[src/rtl/tx_bram_wr_ctrl.sv]
`timescale 1ns / 1ps
// tx_bram_wr_ctrl: AXI-Stream to circular BRAM writer (port A) for the tx packet buffer.
// Writes accepted words into a 2**ADDR_WIDTH ring, commits whole packets to the reader
// via commit_ptr and a one-cycle descriptor, and rewinds on oversized packets.
// Optional build macro TX_BRAM_WR_STATS_EN adds saturating pkt_cnt / drop_cnt ports.
// MAX_PKT_WORDS must be below 2**ADDR_WIDTH so the length fits pkt_len.
module tx_bram_wr_ctrl #(
   parameter int unsigned DATA_WIDTH    = 64,
   parameter int unsigned ADDR_WIDTH    = 10,
   parameter int unsigned MAX_PKT_WORDS = 512
) (
   input  logic                  clk,
   input  logic                  rst,
   input  logic [DATA_WIDTH-1:0] s_axis_tdata,
   input  logic                  s_axis_tvalid,
   input  logic                  s_axis_tlast,
   output logic                  s_axis_tready,
   input  logic [ADDR_WIDTH-1:0] rd_ptr,
   output logic                  ram_en,
   output logic                  ram_we,
   output logic [ADDR_WIDTH-1:0] ram_addr,
   output logic [DATA_WIDTH-1:0] ram_din,
   output logic [ADDR_WIDTH-1:0] commit_ptr,
   output logic                  pkt_valid,
   output logic [ADDR_WIDTH-1:0] pkt_start,
   output logic [ADDR_WIDTH-1:0] pkt_len,
   output logic                  pkt_drop
`ifdef TX_BRAM_WR_STATS_EN
   ,
   output logic [15:0]           pkt_cnt,
   output logic [15:0]           drop_cnt
`endif
);

   typedef enum logic [2:0] {
      StIdle,
      StData,
      StCommit,
      StDrop,
      StDropEnd
   } state_e;

   // One slot always stays empty, so "full" is used == depth-1 (all ones).
   localparam logic [ADDR_WIDTH-1:0] FullLvl = '1;
   localparam logic [ADDR_WIDTH-1:0] MaxLen  = ADDR_WIDTH'(MAX_PKT_WORDS);
   localparam logic [ADDR_WIDTH-1:0] One     = ADDR_WIDTH'(1);

   state_e                  state_q, state_d;
   logic [ADDR_WIDTH-1:0]   wr_ptr_q, wr_ptr_d;
   logic [ADDR_WIDTH-1:0]   start_ptr_q, start_ptr_d;
   logic [ADDR_WIDTH-1:0]   len_cnt_q, len_cnt_d;
   logic [ADDR_WIDTH-1:0]   commit_ptr_q, commit_ptr_d;
   logic                    ram_we_q, ram_we_d;
   logic [ADDR_WIDTH-1:0]   ram_addr_q, ram_addr_d;
   logic [DATA_WIDTH-1:0]   ram_din_q, ram_din_d;
   logic [ADDR_WIDTH-1:0]   used;
   logic                    full;
   logic                    tready_c;
   logic                    accept;
   logic                    pkt_valid_c;
   logic                    pkt_drop_c;

   // Ring occupancy follows rd_ptr every cycle; modular subtraction handles the wrap.
   assign used = wr_ptr_q - rd_ptr;
   assign full = (used == FullLvl);

   // Ready depends only on state and occupancy, never on tvalid.
   always_comb begin
      tready_c = 1'b0;
      unique case (state_q)
         StIdle, StData: tready_c = ~full;
         StDrop:         tready_c = 1'b1;
         default:        tready_c = 1'b0;
      endcase
   end

   // Held low while reset is asserted so every output reads 0 during reset.
   assign s_axis_tready = tready_c & ~rst;
   assign accept        = s_axis_tvalid & s_axis_tready;

   // Next-state, pointer bookkeeping and registered RAM write request.
   always_comb begin
      state_d      = state_q;
      wr_ptr_d     = wr_ptr_q;
      start_ptr_d  = start_ptr_q;
      len_cnt_d    = len_cnt_q;
      commit_ptr_d = commit_ptr_q;
      ram_we_d     = 1'b0;
      ram_addr_d   = ram_addr_q;
      ram_din_d    = ram_din_q;
      pkt_valid_c  = 1'b0;
      pkt_drop_c   = 1'b0;
      unique case (state_q)
         StIdle: begin
            if (accept) begin
               start_ptr_d = wr_ptr_q;
               len_cnt_d   = One;
               ram_we_d    = 1'b1;
               ram_addr_d  = wr_ptr_q;
               ram_din_d   = s_axis_tdata;
               wr_ptr_d    = wr_ptr_q + One;
               state_d     = s_axis_tlast ? StCommit : StData;
            end
         end
         StData: begin
            if (accept) begin
               if (len_cnt_q == MaxLen) begin
                  // Oversized: discard this word and rewind over the partial packet.
                  wr_ptr_d = start_ptr_q;
                  state_d  = s_axis_tlast ? StDropEnd : StDrop;
               end else begin
                  ram_we_d   = 1'b1;
                  ram_addr_d = wr_ptr_q;
                  ram_din_d  = s_axis_tdata;
                  wr_ptr_d   = wr_ptr_q + One;
                  len_cnt_d  = len_cnt_q + One;
                  if (s_axis_tlast) begin
                     state_d = StCommit;
                  end
               end
            end
         end
         StCommit: begin
            pkt_valid_c  = 1'b1;
            commit_ptr_d = wr_ptr_q;
            state_d      = StIdle;
         end
         StDrop: begin
            if (accept && s_axis_tlast) begin
               state_d = StDropEnd;
            end
         end
         StDropEnd: begin
            pkt_drop_c = 1'b1;
            state_d    = StIdle;
         end
         default: state_d = StIdle;
      endcase
   end

   // State and datapath registers.
   always_ff @(posedge clk or posedge rst) begin
      if (rst) begin
         state_q      <= StIdle;
         wr_ptr_q     <= '0;
         start_ptr_q  <= '0;
         len_cnt_q    <= '0;
         commit_ptr_q <= '0;
         ram_we_q     <= 1'b0;
         ram_addr_q   <= '0;
         ram_din_q    <= '0;
      end else begin
         state_q      <= state_d;
         wr_ptr_q     <= wr_ptr_d;
         start_ptr_q  <= start_ptr_d;
         len_cnt_q    <= len_cnt_d;
         commit_ptr_q <= commit_ptr_d;
         ram_we_q     <= ram_we_d;
         ram_addr_q   <= ram_addr_d;
         ram_din_q    <= ram_din_d;
      end
   end

   assign ram_en     = ram_we_q;
   assign ram_we     = ram_we_q;
   assign ram_addr   = ram_addr_q;
   assign ram_din    = ram_din_q;
   assign commit_ptr = commit_ptr_q;
   assign pkt_valid  = pkt_valid_c;
   assign pkt_drop   = pkt_drop_c;
   // Descriptor fields are zero outside the commit pulse.
   assign pkt_start  = pkt_valid_c ? start_ptr_q : '0;
   assign pkt_len    = pkt_valid_c ? len_cnt_q : '0;

`ifdef TX_BRAM_WR_STATS_EN
   // Saturating packet / drop counters.
   always_ff @(posedge clk or posedge rst) begin
      if (rst) begin
         pkt_cnt  <= '0;
         drop_cnt <= '0;
      end else begin
         if (pkt_valid_c && (pkt_cnt != 16'hFFFF)) begin
            pkt_cnt <= pkt_cnt + 16'd1;
         end
         if (pkt_drop_c && (drop_cnt != 16'hFFFF)) begin
            drop_cnt <= drop_cnt + 16'd1;
         end
      end
   end
`else
   // Statistics counters not built.
`endif

endmodule
[config.mk]
export PLATFORM = sky130hd
export DESIGN_NAME = tx_bram_wr_ctrl
export DESIGN_NICKNAME = d
export VERILOG_FILES = /design/src/rtl/tx_bram_wr_ctrl.sv
export SDC_FILE = /design/constraint.sdc
export NUM_CORES = 1
export LEC_CHECK = 0
export BUFFER_PORTS_ARGS = -buffer_cell sky130_fd_sc_hd__buf_2
export CAP_MARGIN = 0
export CORE_MARGIN = 3
export CORE_UTILIZATION = 40
export DETAILED_ROUTE_END_ITERATION = 8
export MAX_ROUTING_LAYER = met4
export PLACE_DENSITY = 0.66
export SLEW_MARGIN = 20
export SYNTH_ARGS = -nofsm -noshare
export SYNTH_HDL_FRONTEND = slang
export SYNTH_SLANG_ARGS = --single-unit
export TNS_END_PERCENT = 5
[constraint.sdc]
create_clock -name clk -period 9.75 [get_ports clk]
set_clock_uncertainty 0.1 [all_clocks]
set_input_delay 1.4625 -clock clk [delete_from_list [all_inputs] [get_ports clk]]
set_output_delay 1.4625 -clock clk [all_outputs]
set_load 0.01 [all_outputs]
# [Word level (Yosys, flattened, before mapping)]
# Cells that the tools add are included.
[totals] wordCells=67 inputBits=78 output_inout_bits=109 register_bits=118
[classes] bitwise=4 n_addsub=3 reduce_logical=8 n_eq_ne=11 mux=33
[op_table] cell="two-way mux 64 bit" count=3
[op_table] cell="case mux 64 bit (2 select lines)" count=1
[op_table] cell="two-way mux 10 bit" count=11
[op_table] cell="case mux 10 bit (2 select lines)" count=3
[op_table] cell="adder 10 x 1 -> 10 bit (second input constant)" count=2
[op_table] cell="== test 10 bit (second input constant)" count=2
[op_table] cell="two-way mux 3 bit" count=6
[op_table] cell="subtractor 10 bit" count=1
[op_table] cell="case mux 3 bit (3 select lines)" count=1
[op_table] cell="inequality test 2 bit (second input constant)" count=4
[op_table] cell="AND reduction 4 bit" count=2
[op_table] cell="== test 3 x 2 -> 1 bit (second input constant)" count=2
[op_table] cell="two-way mux 1 bit" count=5
[op_table] cell="case mux 1 bit (2 select lines)" count=2
[op_table] cell="== test 3 x 1 -> 1 bit (second input constant)" count=1
[op_table] cell="== test 3 bit (second input constant)" count=1
[op_table] cell="logical NOT 3 bit" count=1
[op_table] cell="inequality test 3 bit (second input constant)" count=1
[op_table] cell="AND reduction 3 bit" count=1
[op_table] cell="bitwise AND 1 bit" count=2
[op_table] cell="two-way mux 2 bit" count=1
[op_table] cell="NOT 1 bit" count=2
[op_table] cell="AND reduction 2 bit" count=1
[op_table] cell="nonzero test 2 bit" count=1
[op_table] cell="other kinds (2)" count=2

# [Depth between registers and ports, before layout]
[logic_depth] word_depth=9 ltp_mapped=13 ltp_nobuf=11

# [Least setup slack after synthesis]
# No wires, ideal clock.
[synth_path] kind="input port to output port" from="input port rd_ptr[0]" to="output port s_axis_tready" cell_stages=7 path_slack_ps=4898 t_required_ps=8188 arrival_ps=3290 path_buffers=0 path_cell_list="ha_1 fa_1 a2111oi_0 o2111ai_1 a2111oi_2 nand4_2 and2_1"
[synth_via] elab_chain_len=5
[synth_rtl] element="from (decl)" line_no="18" text="input logic [ADDR_WIDTH-1:0] rd_ptr,"
[synth_rtl] element="subtractor 10 bit" line_no="64" text="assign used = wr_ptr_q - rd_ptr;"
[synth_rtl] element="== test 10 bit" line_no="65" text="assign full = (used == FullLvl);"
[synth_rtl] element="NOT 1 bit" line_no="71" text="StIdle, StData: tready_c = ~full;"
[synth_rtl] element="case mux 1 bit (2 select lines)" line_no="70" text="unique case (state_q)"
[synth_rtl] element="bitwise AND 1 bit" line_no="78" text="assign s_axis_tready = tready_c & ~rst;"
[synth_rtl] element="to (decl)" line_no="17" text="output logic s_axis_tready,"
# No other way between the ends.

# [Worst setup path after layout]
# Same ends and word-level chain as after synthesis.

==> results.md <==
* Outcome: complete, no violations
* Total area of multi-input combinational cells at roughly 0.0024 mm2
* Die X at around 120 um
* Final RePlAce weighted congestion at a little over 0.9
* Critical path type: in2out
* Final hold vios at 0
* FF/Latch Area at between 0.002 and 0.003 mm2
* Syn_area_per_cell at around 12 um2
* Share of layout cells above drive strength 1 at 0.481
* TNS Setup at 0 ns
* Ports at between 150 and 200
* CTS Hold Bufs at 0
* Maximum clock path buffer count at 2
* Nets at around 740
* Post-synth top flop: dfrtp_1
* LEAKAGE at about 3.6 nW
* GRT Total Usage at 0.180
* Routed len/inst at 15.9 um
* Most used cell, CP: buf_2
* # diodes at 0
* Chip Height at between 100 and 150 um
* Grt total ovfl at 0
* Share of synthesized flip-flops with an asynchronous set or reset at 1.00
* Synth Warn # at 0
* Syn_nets at roughly 560
* Die area at around 0.015 mm2
* CP Launch Point: rd_ptr[0]
* Total number of vias at roughly 4300
* Max IR drop VDD at 0.000142 V
* Worst path max stage delay at 0.43 ns
* CP arrival at ~3.8 ns
* CTS root buf: clkbuf_16
* Yosys top cell area share at 0.528
* Site row count at 42
* CTS sink count at around 120
* Number of global-route vias before repair at about 4400
* Clock transition at path regs at roughly 0.05 ns
* Min Tclk post-route at between 5 and 6 ns
* Synth cell types at 52
* Iteration-0 DRC count of the detailed router at 199
* CORE AREA at around 0.013 mm2
* Initial antenna violation count at 0
* RSZ-0062 raised after global routing: false
* Fin crit share at 0.547
* Area grow syn2layout at 28.9%
* Mapped Area at 0.00560 mm2
* Effective utilization at floorplan at 0.416
* Worst Hold Path Cells at 2
* Later-pin clock latency in the skew report at 0.41 ns
* Sequential-to-total area share from yosys stat at 0.528
* Final WL at about 13 mm
* Hold WC Path Type: reg2reg
* Area contributors post-synth: dfrtp_1, mux2_2, ha_1
* Largest net degree at the start of global routing at 62
* CP cell instances: buf_2, ha_1, fa_1, a2111oi_0, o2111ai_1, a2111oi_2, nand4_2, and2_1, buf_2
* Critical Path Start Type: input pin
* Antenna-violating nets left at 0
* Slew headroom at 0.284
* Crit path capture type: output port
* Max-cap violations at 0
* Postcts setup bufs at 0
* Hold Path End: ram_addr[1]$_DFFE_PP0P_
* CTS tree: yes
* CP max FO at 7
* Crit Reg-Reg Endpoint: ram_din[61]$_DFFE_PP0P_
* Seq cells post-synth at between 100 and 150
* Slew Viols, Final at 0
* Crit-path slowest cell: fa_1
* HP Start: ram_addr[1]$_DFFE_PP0P_
* CP Data Required Time at slightly above 8 ns
* Filler cell count at 1211
* # resized after CTS at 0
* PD cells at roughly 260 mW/mm2
* Post-synth EDFFs at 0
* TritonRoute pass-1 iters at 4
* Port bufs at about 190
* Cells after synthesis at around 470
* Hold_ws at 0.384 ns
* R2r setup slk at around 5.6 ns
* H-tree depth at 4
* Tightest Pin Transition at around 1.1 ns
* Max Fclk at approximately 190 MHz
* Via/cell ratio at a little over 5
* HPWL after DPL at ~9.6 mm
* First-pass GRT wire length at 22.2 mm
* Count of final setup violators at 0
* Cell taking the most area after synthesis: dfrtp_1
* Cell count of the worst reg-to-reg path at 10
* Critical R2R Launch: wr_ptr_q[0]$_DFFE_PP0P_
* Number of remaining DRC errors at 0
* Cts bufs inserted at 17
-- metal layers --
layer	track usage	vias to the layer above	wire [um]
met3	0.0510	29	731
li1	-	2024	-
met4	0.0735	0	362
met5	-	-	0
met1	0.208	2092	5490
met2	0.296	151	6740
-- logic make-up (layout without fill, tap and decap cells) --
kind of cell,Yosys count,count (layout),synth area share
flops,118,118,0.528
simple gates,116,116,0.118
mux,93,93,0.186
compound gates,75,75,0.0843
buf+inv,45,242,0.0438
fa+ha+maj,14,14,0.0326
xor+xnor,5,5,0.00783
-- sequential cells by signal, indices dropped and copies added (netlist names) --
register,flops
ram_din,64
commit_ptr,10
len_cnt_q,10
ram_addr,10
start_ptr_q,10
wr_ptr_q,10
state_q,3
ram_en,1
-- worst max-delay path: cells and delay by family --
| kind | cells | cell delay (ns) |
|---|---|---|
| buf+inv | 2 | 0.25 |
| compound gates | 3 | 0.89 |
| fa+ha+maj | 2 | 0.65 |
| simple gates | 2 | 0.52 |
-- synth_stat cells, drive strengths merged (7+ instances only) --
master	number
clkbuf	7
o21ai	23
nor2	24
a21oi	20
and2	22
nor3	11
nor2b	7
ha	13
nand2	14
a31oi	7
inv	21
dfrtp	118
mux2	89
nand3	12
buf	17
-- through the flow --
step / setup WS, ns / utilization / power, mW / instance area [um2] / std cells
floorplan: 4.90 / - / 1.06 / 5600 / 466
global placement: 4.45 / 0.492 / 1.24 / 6620 / 807
detailed placement: 4.43 / 0.492 / 1.26 / 6620 / 807
CTS: 4.44 / 0.536 / 1.89 / 7210 / 839
global route: 4.29 / 0.536 / 1.97 / 7210 / 839
finish: 4.41 / 0.536 / 1.87 / 7210 / 839
-- layout make-up --
cell class,count,area share
Multi-Input combinational cell,303,0.334
Inverter,21,0.0113
Sequential cell,118,0.409
Clock inverter,8,0.0132
Clock buffer,24,0.0695
Tap cell,176,0.0305
Timing Repair Buffer,189,0.132
-- how the worst max path moves through the flow --
stage	to	slack, ns
3_5_place_dp	s_axis_tready	4.43
3_3_place_gp	s_axis_tready	4.45
2_1_floorplan	s_axis_tready	4.90
5_1_grt	s_axis_tready	4.29
4_1_cts	s_axis_tready	4.44
6_report	s_axis_tready	4.41
-- cells in the final DEF (no fill, tap or decap), drive strengths merged, types with 3 or more instances in the layout --
cell type / instances
o21ai: 23
nand4: 5
nor2: 24
o31ai: 5
a31oi: 7
buf: 189
mux2: 89
a21oi: 20
and3: 6
o22a: 4
a21o: 4
clkbuf: 24
nand3: 12
dfrtp: 118
nor4: 3
nor3: 11
nand2b: 3
clkinv: 4
nand2: 14
inv: 21
ha: 13
and2: 22
nor4b: 3
xor2: 3
nor2b: 7
mux2i: 4
-- power by group --
group          internal [mW]  switching, mW
clock                  0.408          0.209
sequential             0.632         0.0938
combinational          0.259          0.265
total                   1.30          0.567
(Power assumes the default switching activity.)
